<file path="config.mk">
export PLATFORM = sky130hd
export DESIGN_NAME = clock_rate_ctrl
export DESIGN_NICKNAME = d
export VERILOG_FILES = /design/src/rtl/clock_rate_ctrl.sv
export SDC_FILE = /design/constraint.sdc
export NUM_CORES = 1
export LEC_CHECK = 0
export ABC_AREA = 0
export ABC_CLOCK_PERIOD_IN_PS = 3700
export CORE_UTILIZATION = 52
export DETAILED_ROUTE_END_ITERATION = 8
export PLACE_DENSITY = 0.89
export SLEW_MARGIN = 0
export SYNTH_ARGS = -nofsm -noshare
export SYNTH_HDL_FRONTEND = slang
export SYNTH_SLANG_ARGS = --single-unit
</file>
<file path="constraint.sdc">
create_clock -name clk -period 3.7 [get_ports clk]
set_input_delay 0.555 -clock clk [delete_from_list [all_inputs] [get_ports clk]]
set_output_delay 0.555 -clock clk [all_outputs]
set_load 0.01 [all_outputs]
</file>
<file path="src/rtl/clock_rate_ctrl.sv">
// clock_rate_ctrl: fractional clock-enable generator (accumulator divider)
// whose (div, mul) rate is shared between NREQ requesters. A round-robin
// arbiter accepts one config at a time into shadow registers; the shadow is
// applied at the next divider terminal event so `enable` never sees a short
// or partial phase.
//
// Optional build macro: CLKCTRL_IMMEDIATE_EN
//   defined   -> captured config is applied on the first cycle after grant
//                (acc cleared, no toggle, no tick).
//   undefined -> config applied on the next terminal event (default).
//
// Ports:
//   clk        system clock, all logic on posedge
//   rst        synchronous active-high reset
//   req_valid  per-requester config request, held until accepted
//   req_div    packed div values, requester k at [k*W +: W]
//   req_mul    packed mul values, same packing
//   req_ready  one-hot single-cycle accept pulse
//   enable     toggling enable to the clock gating stage
//   tick       one-cycle pulse in every cycle where enable toggles
//   busy       a config is captured but not yet applied
//   cur_owner  index of the requester whose config is active
module clock_rate_ctrl #(
    parameter int unsigned W       = 32,
    parameter int unsigned NREQ    = 2,
    parameter int unsigned DEF_DIV = 3,
    parameter int unsigned DEF_MUL = 1
) (
    input  logic              clk,
    input  logic              rst,
    input  logic [NREQ-1:0]   req_valid,
    input  logic [NREQ*W-1:0] req_div,
    input  logic [NREQ*W-1:0] req_mul,
    output logic [NREQ-1:0]   req_ready,
    output logic              enable,
    output logic              tick,
    output logic              busy,
    output logic [2:0]        cur_owner
);
    localparam int unsigned PW = (NREQ > 1) ? $clog2(NREQ) : 1;

    typedef enum logic {
        IDLE    = 1'b0,
        PENDING = 1'b1
    } state_t;

    state_t          state, state_n;
    logic [W-1:0]    acc, acc_n;
    logic [W-1:0]    div_r, div_n;
    logic [W-1:0]    mul_r, mul_n;
    logic [W-1:0]    shadow_div, shadow_div_n;
    logic [W-1:0]    shadow_mul, shadow_mul_n;
    logic [2:0]      shadow_owner, shadow_owner_n;
    logic [PW-1:0]   rr_ptr, rr_ptr_n;
    logic [NREQ-1:0] req_ready_n;
    logic            enable_n, tick_n, busy_n;
    logic [2:0]      cur_owner_n;

    logic            term_c;
    logic [W:0]      sum_c;
    logic            apply_c;
    logic            gnt_found_c;
    logic [PW-1:0]   gnt_idx_c;
    logic [W-1:0]    gnt_div_c, gnt_mul_c;
    int unsigned     idx_c;

    // Round-robin search: lowest valid index at or after rr_ptr, wrapping.
    always_comb begin
        gnt_found_c = 1'b0;
        gnt_idx_c   = '0;
        gnt_div_c   = '0;
        gnt_mul_c   = '0;
        idx_c       = 0;
        for (int unsigned i = 0; i < NREQ; i++) begin
            idx_c = 32'(rr_ptr) + i;
            if (idx_c >= NREQ) begin
                idx_c = idx_c - NREQ;
            end
            if (!gnt_found_c && req_valid[PW'(idx_c)]) begin
                gnt_found_c = 1'b1;
                gnt_idx_c   = PW'(idx_c);
                gnt_div_c   = W'(req_div >> (idx_c * W));
                gnt_mul_c   = W'(req_mul >> (idx_c * W));
            end
        end
    end

    // Next-state: divider step, arbitration and config apply.
    always_comb begin
        state_n        = state;
        acc_n          = acc;
        div_n          = div_r;
        mul_n          = mul_r;
        shadow_div_n   = shadow_div;
        shadow_mul_n   = shadow_mul;
        shadow_owner_n = shadow_owner;
        rr_ptr_n       = rr_ptr;
        req_ready_n    = '0;
        enable_n       = enable;
        tick_n         = 1'b0;
        busy_n         = busy;
        cur_owner_n    = cur_owner;
        apply_c        = 1'b0;

        term_c = (acc >= div_r);
        sum_c  = {1'b0, acc} + {1'b0, mul_r};

        // Saturate instead of wrapping so a large mul can never skip the terminal.
        if (term_c) begin
            acc_n    = '0;
            enable_n = ~enable;
            tick_n   = 1'b1;
        end else if (sum_c[W]) begin
            acc_n = '1;
        end else begin
            acc_n = sum_c[W-1:0];
        end

        case (state)
            IDLE: begin
                if (gnt_found_c) begin
                    req_ready_n    = NREQ'(1) << gnt_idx_c;
                    shadow_div_n   = gnt_div_c;
                    shadow_mul_n   = gnt_mul_c;
                    shadow_owner_n = 3'(gnt_idx_c);
                    rr_ptr_n       = (gnt_idx_c == PW'(NREQ - 1)) ? '0 : gnt_idx_c + PW'(1);
                    busy_n         = 1'b1;
                    state_n        = PENDING;
                end
            end
            PENDING: begin
`ifdef CLKCTRL_IMMEDIATE_EN
                apply_c  = 1'b1;
                acc_n    = '0;
                enable_n = enable;
                tick_n   = 1'b0;
`else
                // A frozen divider (mul=0) never reaches a terminal, so apply directly.
                if (term_c) begin
                    apply_c = 1'b1;
                end else if (mul_r == '0) begin
                    apply_c = 1'b1;
                    acc_n   = '0;
                end
`endif
            end
        endcase

        if (apply_c) begin
            div_n       = shadow_div;
            mul_n       = shadow_mul;
            cur_owner_n = shadow_owner;
            busy_n      = 1'b0;
            state_n     = IDLE;
        end
    end

    // State and output registers.
    always_ff @(posedge clk) begin
        if (rst) begin
            state        <= IDLE;
            acc          <= '0;
            div_r        <= W'(DEF_DIV);
            mul_r        <= W'(DEF_MUL);
            shadow_div   <= '0;
            shadow_mul   <= '0;
            shadow_owner <= '0;
            rr_ptr       <= '0;
            req_ready    <= '0;
            enable       <= 1'b0;
            tick         <= 1'b0;
            busy         <= 1'b0;
            cur_owner    <= '0;
        end else begin
            state        <= state_n;
            acc          <= acc_n;
            div_r        <= div_n;
            mul_r        <= mul_n;
            shadow_div   <= shadow_div_n;
            shadow_mul   <= shadow_mul_n;
            shadow_owner <= shadow_owner_n;
            rr_ptr       <= rr_ptr_n;
            req_ready    <= req_ready_n;
            enable       <= enable_n;
            tick         <= tick_n;
            busy         <= busy_n;
            cur_owner    <= cur_owner_n;
        end
    end

endmodule

</file>
==> results of run 1 <==
-- state kept, by name, summed over array words and instances, names as in the netlist, 2 cells and up --
| name | count |
|---|---|
| req_ready | 2 |
| acc | 32 |
| shadow_div | 32 |
| mul_r | 32 |
| div_r | 32 |
| shadow_mul | 32 |
-- routing by layer --
metal  up-vias  global-route usage, %  part of all wire, %
met3        57                   5.88                  6.5
met1      3758                   32.8                   42
met2       299                   47.1                   49
li1       3797                      -                    -
met5         -                      0                    0
met4         0                   12.3                  2.9
-- layout by cell type (no fill, tap or decap), drive strengths merged, types with 12 or more instances in the layout --
cell / instances
nand4: 12
xor2: 16
inv: 41
nor2: 93
mux2i: 31
buf: 14
dfxtp: 169
a221oi: 64
a21oi: 74
a21o: 28
nand2: 22
nor3: 68
a2bb2oi: 31
nand2b: 93
xnor2: 14
o21ai: 22
ha: 64
clkbuf: 18
clkdlybuf4s50: 136
-- cell usage after synthesis (all sizes together), types with 3 or more instances --
library cell and count:
dfxtp 169, nand2b 93, nor2 93, a21oi 74
nor3 68, a221oi 64, ha 64, clkbuf 56
inv 39, a2bb2oi 31, mux2i 31, a21o 28
nand2 22, o21ai 22, xor2 16, buf 15
xnor2 14, nand4 12, a211oi 8, nor4 8
and3 6, nand3 6, a31oi 5, o21a 5
a21bo 3, a22oi 3, and2 3, o22ai 3
or2 3
-- through the flow --
step	hold slack [ns]	area, µm²	power, µW	setup slack (ns)	std cells
finish	0.466	11000	11000	0.421	1322
global route	0.484	11000	11600	0.180	1322
global placement	0.451	10400	8700	0.645	1290
CTS	0.468	11000	10900	0.455	1322
detailed placement	0.459	10400	8920	0.533	1290
floorplan	0.445	8800	7260	0.994	991
-- power by group --
part | total (µW) | leakage, µW | switching (µW) | internal [µW]
combinational | 6180 | 0.00283 | 3540 | 2640
clock | 1850 | 0.000285 | 770 | 1080
sequential | 2970 | 0.00139 | 482 | 2490
-- worst max-delay path, stage by stage, from the launching register on --
cell	delay, ns
dfxtp_1	0.33
ha_1	0.22
fa_1	0.45
a211oi_1	0.31
o21ai_2	0.13
o2111ai_1	0.27
a21bo_2	0.25
o21ai_2	0.09
a31oi_1	0.29
a221o_1	0.48
buf_12	0.23
a21oi_1	0.09
-- cells by family after synthesis --
kind of cell             count (synthesis)  synth area share [%]
flip-flops                             169                  38.4
XOR/XNOR                                30                  2.99
buffers and inverters                  110                  4.92
AND/OR/NAND/NOR                        317                  18.2
multiplexers                            32                  3.70
other                                    1                0.0426
AO/OA/AOI/OAI                          266                  22.4
adder cells (fa/ha/maj)                 65                  9.33
-- worst max-delay path by stage --
stage	start	to	slack, ns	depth (start not counted)
2_1_floorplan	acc[0]	acc[1]	0.99	11
3_3_place_gp	acc[0]	acc[21]	0.65	11
3_5_place_dp	mul_r[0]	acc[23]	0.53	11
4_1_cts	mul_r[0]	acc[23]	0.45	11
5_1_grt	mul_r[0]	acc[23]	0.18	11
6_report	mul_r[0]	acc[23]	0.42	11
-- cell type report --
type                       count  area [µm²]
clock buffer                  18         439
inverter                      39         146
fill                        1200        5560
timing repair buffer         150        1520
multi-input combinational    712        5030
tap                          220         275
sequential                   169        3380
clock inverter                14         173
==> impl_metrics.tcl, run 1 <==
set metrics [dict create \
    globalplace.congestion 0.938 \
    grt_pass1_vias 7960 \
    worstHoldStart "shadow_mul[7]" \
    grt.overflow.total 0 \
    ant_nets 0 \
    regToRegEndpoint "acc[23]" \
    cap_viol_max_count 0 \
    worstPathMaxFanout 23 \
    r2r_start "mul_r[0]" \
    tritoncts "built" \
    yosys-top-cells-area "dfxtp_1 38%, ha_1 9.1%, nand2b_1 6.6%" \
    ys.flop_type "dfxtp_1" \
    reg2reg_depth 11 \
    synth_edf_count 0 \
    route.detailed.drc 0 \
    avgRoutedWirePerCell_um 17.8 \
    routed_wl_um 23500 \
    critPathRequiredTime_ns 4.00 \
    min_path_cells 2 \
    fin_util_pct 66.4 \
    hold_end "mul_r[7]" \
    async_flop_share_pct 0 \
    cts_sinks 169 \
    max_freq_ghz 0.305 \
    h-tree-depth 4 \
    tightest_slew_ns 0.733 \
    cts_made_buffers 17 \
    slew_viol_final 0 \
    final_layout_size_suffix_gt1_share_pct 6.26 \
    synth_cell_types 59 \
    setup_tns_ns 0 \
    arrival_ns 3.58 \
    min-delay-path-class "reg2reg" \
    ioPinCount 140 \
    max-slew-margin-rel_pct 51.0 \
    rsz0062_at_grt "false" \
    cts_root_buf "clkbuf_16" \
    clk_latency_ns 0.44 \
    postCtsHoldBufs 0 \
    start_util_pct 53.3 \
    start_kind "flip-flop" \
    viasPerCell 5.98 \
    drt_iter0_drc 647 \
    syn-instance-count 990 \
    endpoint_kind "flip-flop" \
    core_region_area_um2 16500 \
    dieArea_um2 17400 \
    n_antenna_cell 0 \
    clkTransAtPathRegs_ns 0.07 \
    antenna_found_initial 0 \
    power_density_nw_per_um2 1000 \
    clockBufferDepth 2 \
    row_count 47 \
    nNetsFinal 1286 \
    hpwl_um 16300 \
    hold_violations 0 \
    period_needed_ns 3.28 \
    dieHeight_um 132 \
    finClkSkew_ns 0.0119 \
    syn_to_final_growth_pct 24.6 \
    syn_area_per_cell_um2 8.89 \
    p_leak_uw 0.00450 \
    grt_use_total_pct 27.4 \
    ys_warn_count 0 \
    ys_seq_area_share_pct 38.4 \
    irDropWorstVdd_mv 0.894 \
    cts_setup_buffers 0 \
    reg2reg_slack_ns 0.42 \
    cts_resized 0 \
    worstSetupPathType "reg2reg" \
    yosysTopAreaCellShare_pct 38.4 \
    firstDrtPassIters 5 \
    vias 7911 \
    synth_area_leader_cell "dfxtp_1" \
    finalSetupViolCount 0 \
    port_buffers 137 \
    min_period_over_period_pct 88.6 \
    ys_seq_elements 169 \
    syn_area_um2 8800 \
    grt_max_degree 65 \
    fp.dieW_um 132 \
    status "completed" \
    grt_pass1_wl_um 38100 \
]
No activity file was read; power rests on OpenSTA's default activity.
==> run 2, diff against run 1 <==
DONT_BUFFER_PORTS = 1   (was not set)
PLACE_DENSITY = 0.78   (was 0.89)
==> run 2 against run 1 <==
Count of clock-buffer cells in the layout decreased by 1. Global-route usage decreased by 4.3 points. Flip-flop and latch count unchanged. Power decreased by 5.1%. Critical path depth unchanged. Setup slack improved by 0.28 ns. Largest power group unchanged. Highest routed layer unchanged.
==> impl_metrics.tcl, run 2 (same netlist as run 1, synthesis figures left out) <==
set metrics [dict create \
    slowest_stage "fa_1" \
    status "completed" \
    dieArea_um2 17400 \
    worstSetupPathType "reg2reg" \
    nNetsFinal 1146 \
    endpoint_kind "flip-flop" \
    core_region_area_um2 16500 \
    hpwl_um 14300 \
    worstPathMaxFanout 18 \
    place_inst 1150 \
    dieHeight_um 132 \
    finClkSkew_ns 0.00780 \
    seqCellArea_um2 3380 \
    cts_root_buf "clkbuf_16" \
    instances_no_fill 1182 \
    max-slew-margin-rel_pct 26.5 \
    rsz0062_at_grt "false" \
    slew_viol_final 0 \
    final_layout_size_suffix_gt1_share_pct 6.76 \
    globalplace.congestion 0.891 \
    start_util_pct 53.3 \
    postCtsHoldBufs 0 \
    drt_iter0_drc 410 \
    tightest_slew_ns 1.10 \
    vias 7059 \
    grt_pass1_wl_um 31900 \
    max_freq_ghz 0.334 \
    route.detailed.drc 0 \
    grt_use_total_pct 23.1 \
    clockBufferDepth 2 \
    power_density_nw_per_um2 1100 \
    port_buffers 0 \
    clk_latency_ns 0.43 \
    multi_input_area_um2 5030 \
    path_cells "ha_1, fa_1, a211oi_1, o21ai_2, o2111ai_1, a21bo_2, o21ai_2, a31oi_1, a221o_1, buf_4, a21oi_1" \
    start_kind "flip-flop" \
    clkTransAtPathRegs_ns 0.07 \
    tritoncts "built" \
    num-fill-cells 1416 \
    fp.dieW_um 132 \
    routed_wl_um 19800 \
    period_needed_ns 3.00 \
    power_uw 10400 \
    critPathRequiredTime_ns 4.01 \
    min-delay-path-class "in2reg" \
    cts_made_buffers 17 \
    grt_max_degree 167 \
    row_count 47 \
    ant_nets 0 \
    viasPerCell 5.97 \
    ioPinCount 140 \
    cap_viol_max_count 0 \
    critPathMaxStageDelay_ns 0.43 \
    avgRoutedWirePerCell_um 16.7 \
    arrival_ns 3.31 \
    n_antenna_cell 0 \
    crit_path_frequent_cell "o21ai_2" \
    cts_setup_buffers 0 \
    grt.overflow.total 0 \
    antenna_found_initial 0 \
    p_leak_uw 0.00395 \
    layout_common_cells "169 x dfxtp_1, 93 x nand2b_1, 91 x nor2_1, 73 x a21oi_1, 68 x nor3_1" \
    grt_pass1_vias 6454 \
    firstDrtPassIters 5 \
    irDropWorstVdd_mv 0.980 \
    cts_resized 0 \
    finalSetupViolCount 0 \
    setup_tns_ns 0 \
    h-tree-depth 4 \
    cts_sinks 169 \
    final_common_cell "dfxtp_1" \
    syn_to_final_growth_pct 8.22 \
    hold_violations 0 \
    min_period_over_period_pct 81.0 \
]
==> run 2: cell count changes in the layout (fill, tap and decap cells not counted) <==
cell	previous run	this run
buf_12	4	0
clkbuf_8	1	0
clkdlybuf4s50_1	136	0
clkinvlp_4	5	2
inv_6	2	5
inv_8	0	1
==> run 2: final timing paths <==
path,startpoint,slack (ns),depth (start not counted),endpoint
max reg2reg,acc[0],0.70,11,acc[29]
max,acc[0],0.70,11,acc[29]
min,rst,0.20,1,shadow_mul[9]
min reg2reg,shadow_div[14],0.46,2,div_r[14]
==> run 2: cell type report <==
class	count	share of cell area, %
Clock inverter	15	1.97
Clock buffer	17	4.47
Timing Repair Buffer	10	0.788
Sequential cell	169	35.5
Inverter	39	1.54
Tap cell	220	2.89
Multi-Input combinational cell	712	52.8
==> run 2: critical path: cells and delay by family, from the launching register on <==
family | cells | cell delay (ns)
flip-flops | 1 | 0.32
adder cells (fa/ha/maj) | 2 | 0.68
buffers and inverters | 1 | 0.23
AO/OA/AOI/OAI | 8 | 1.65
==> run 2: through the flow <==
step	util (%)	area (µm²)	setup WS, ns	hold WS [ns]
floorplan	-	8800	0.994	0.445
global placement	53.9	8910	0.890	0.454
CTS	57.6	9520	0.736	0.182
global route	57.6	9520	0.524	0.178
finish	57.6	9520	0.704	0.203
detailed placement	53.9	8910	0.815	0.459
==> run 2: power by group <==
part           internal [µW]  switching, µW  total, µW
Sequential              2480            476       2960
Clock                   1080            785       1860
Combinational           2400           3210       5610
Total                   5960           4470      10400
==> run 2: per-layer routing <==
| metal | vias to the layer above | wire, µm | GRT usage (%) |
|---|---|---|---|
| li1 | 3532 | - | - |
| met1 | 3261 | 8980 | 30.4 |
| met2 | 229 | 9140 | 36.6 |
| met3 | 37 | 1210 | 5.57 |
| met4 | 0 | 447 | 8.72 |
| met5 | - | 0 | 0 |
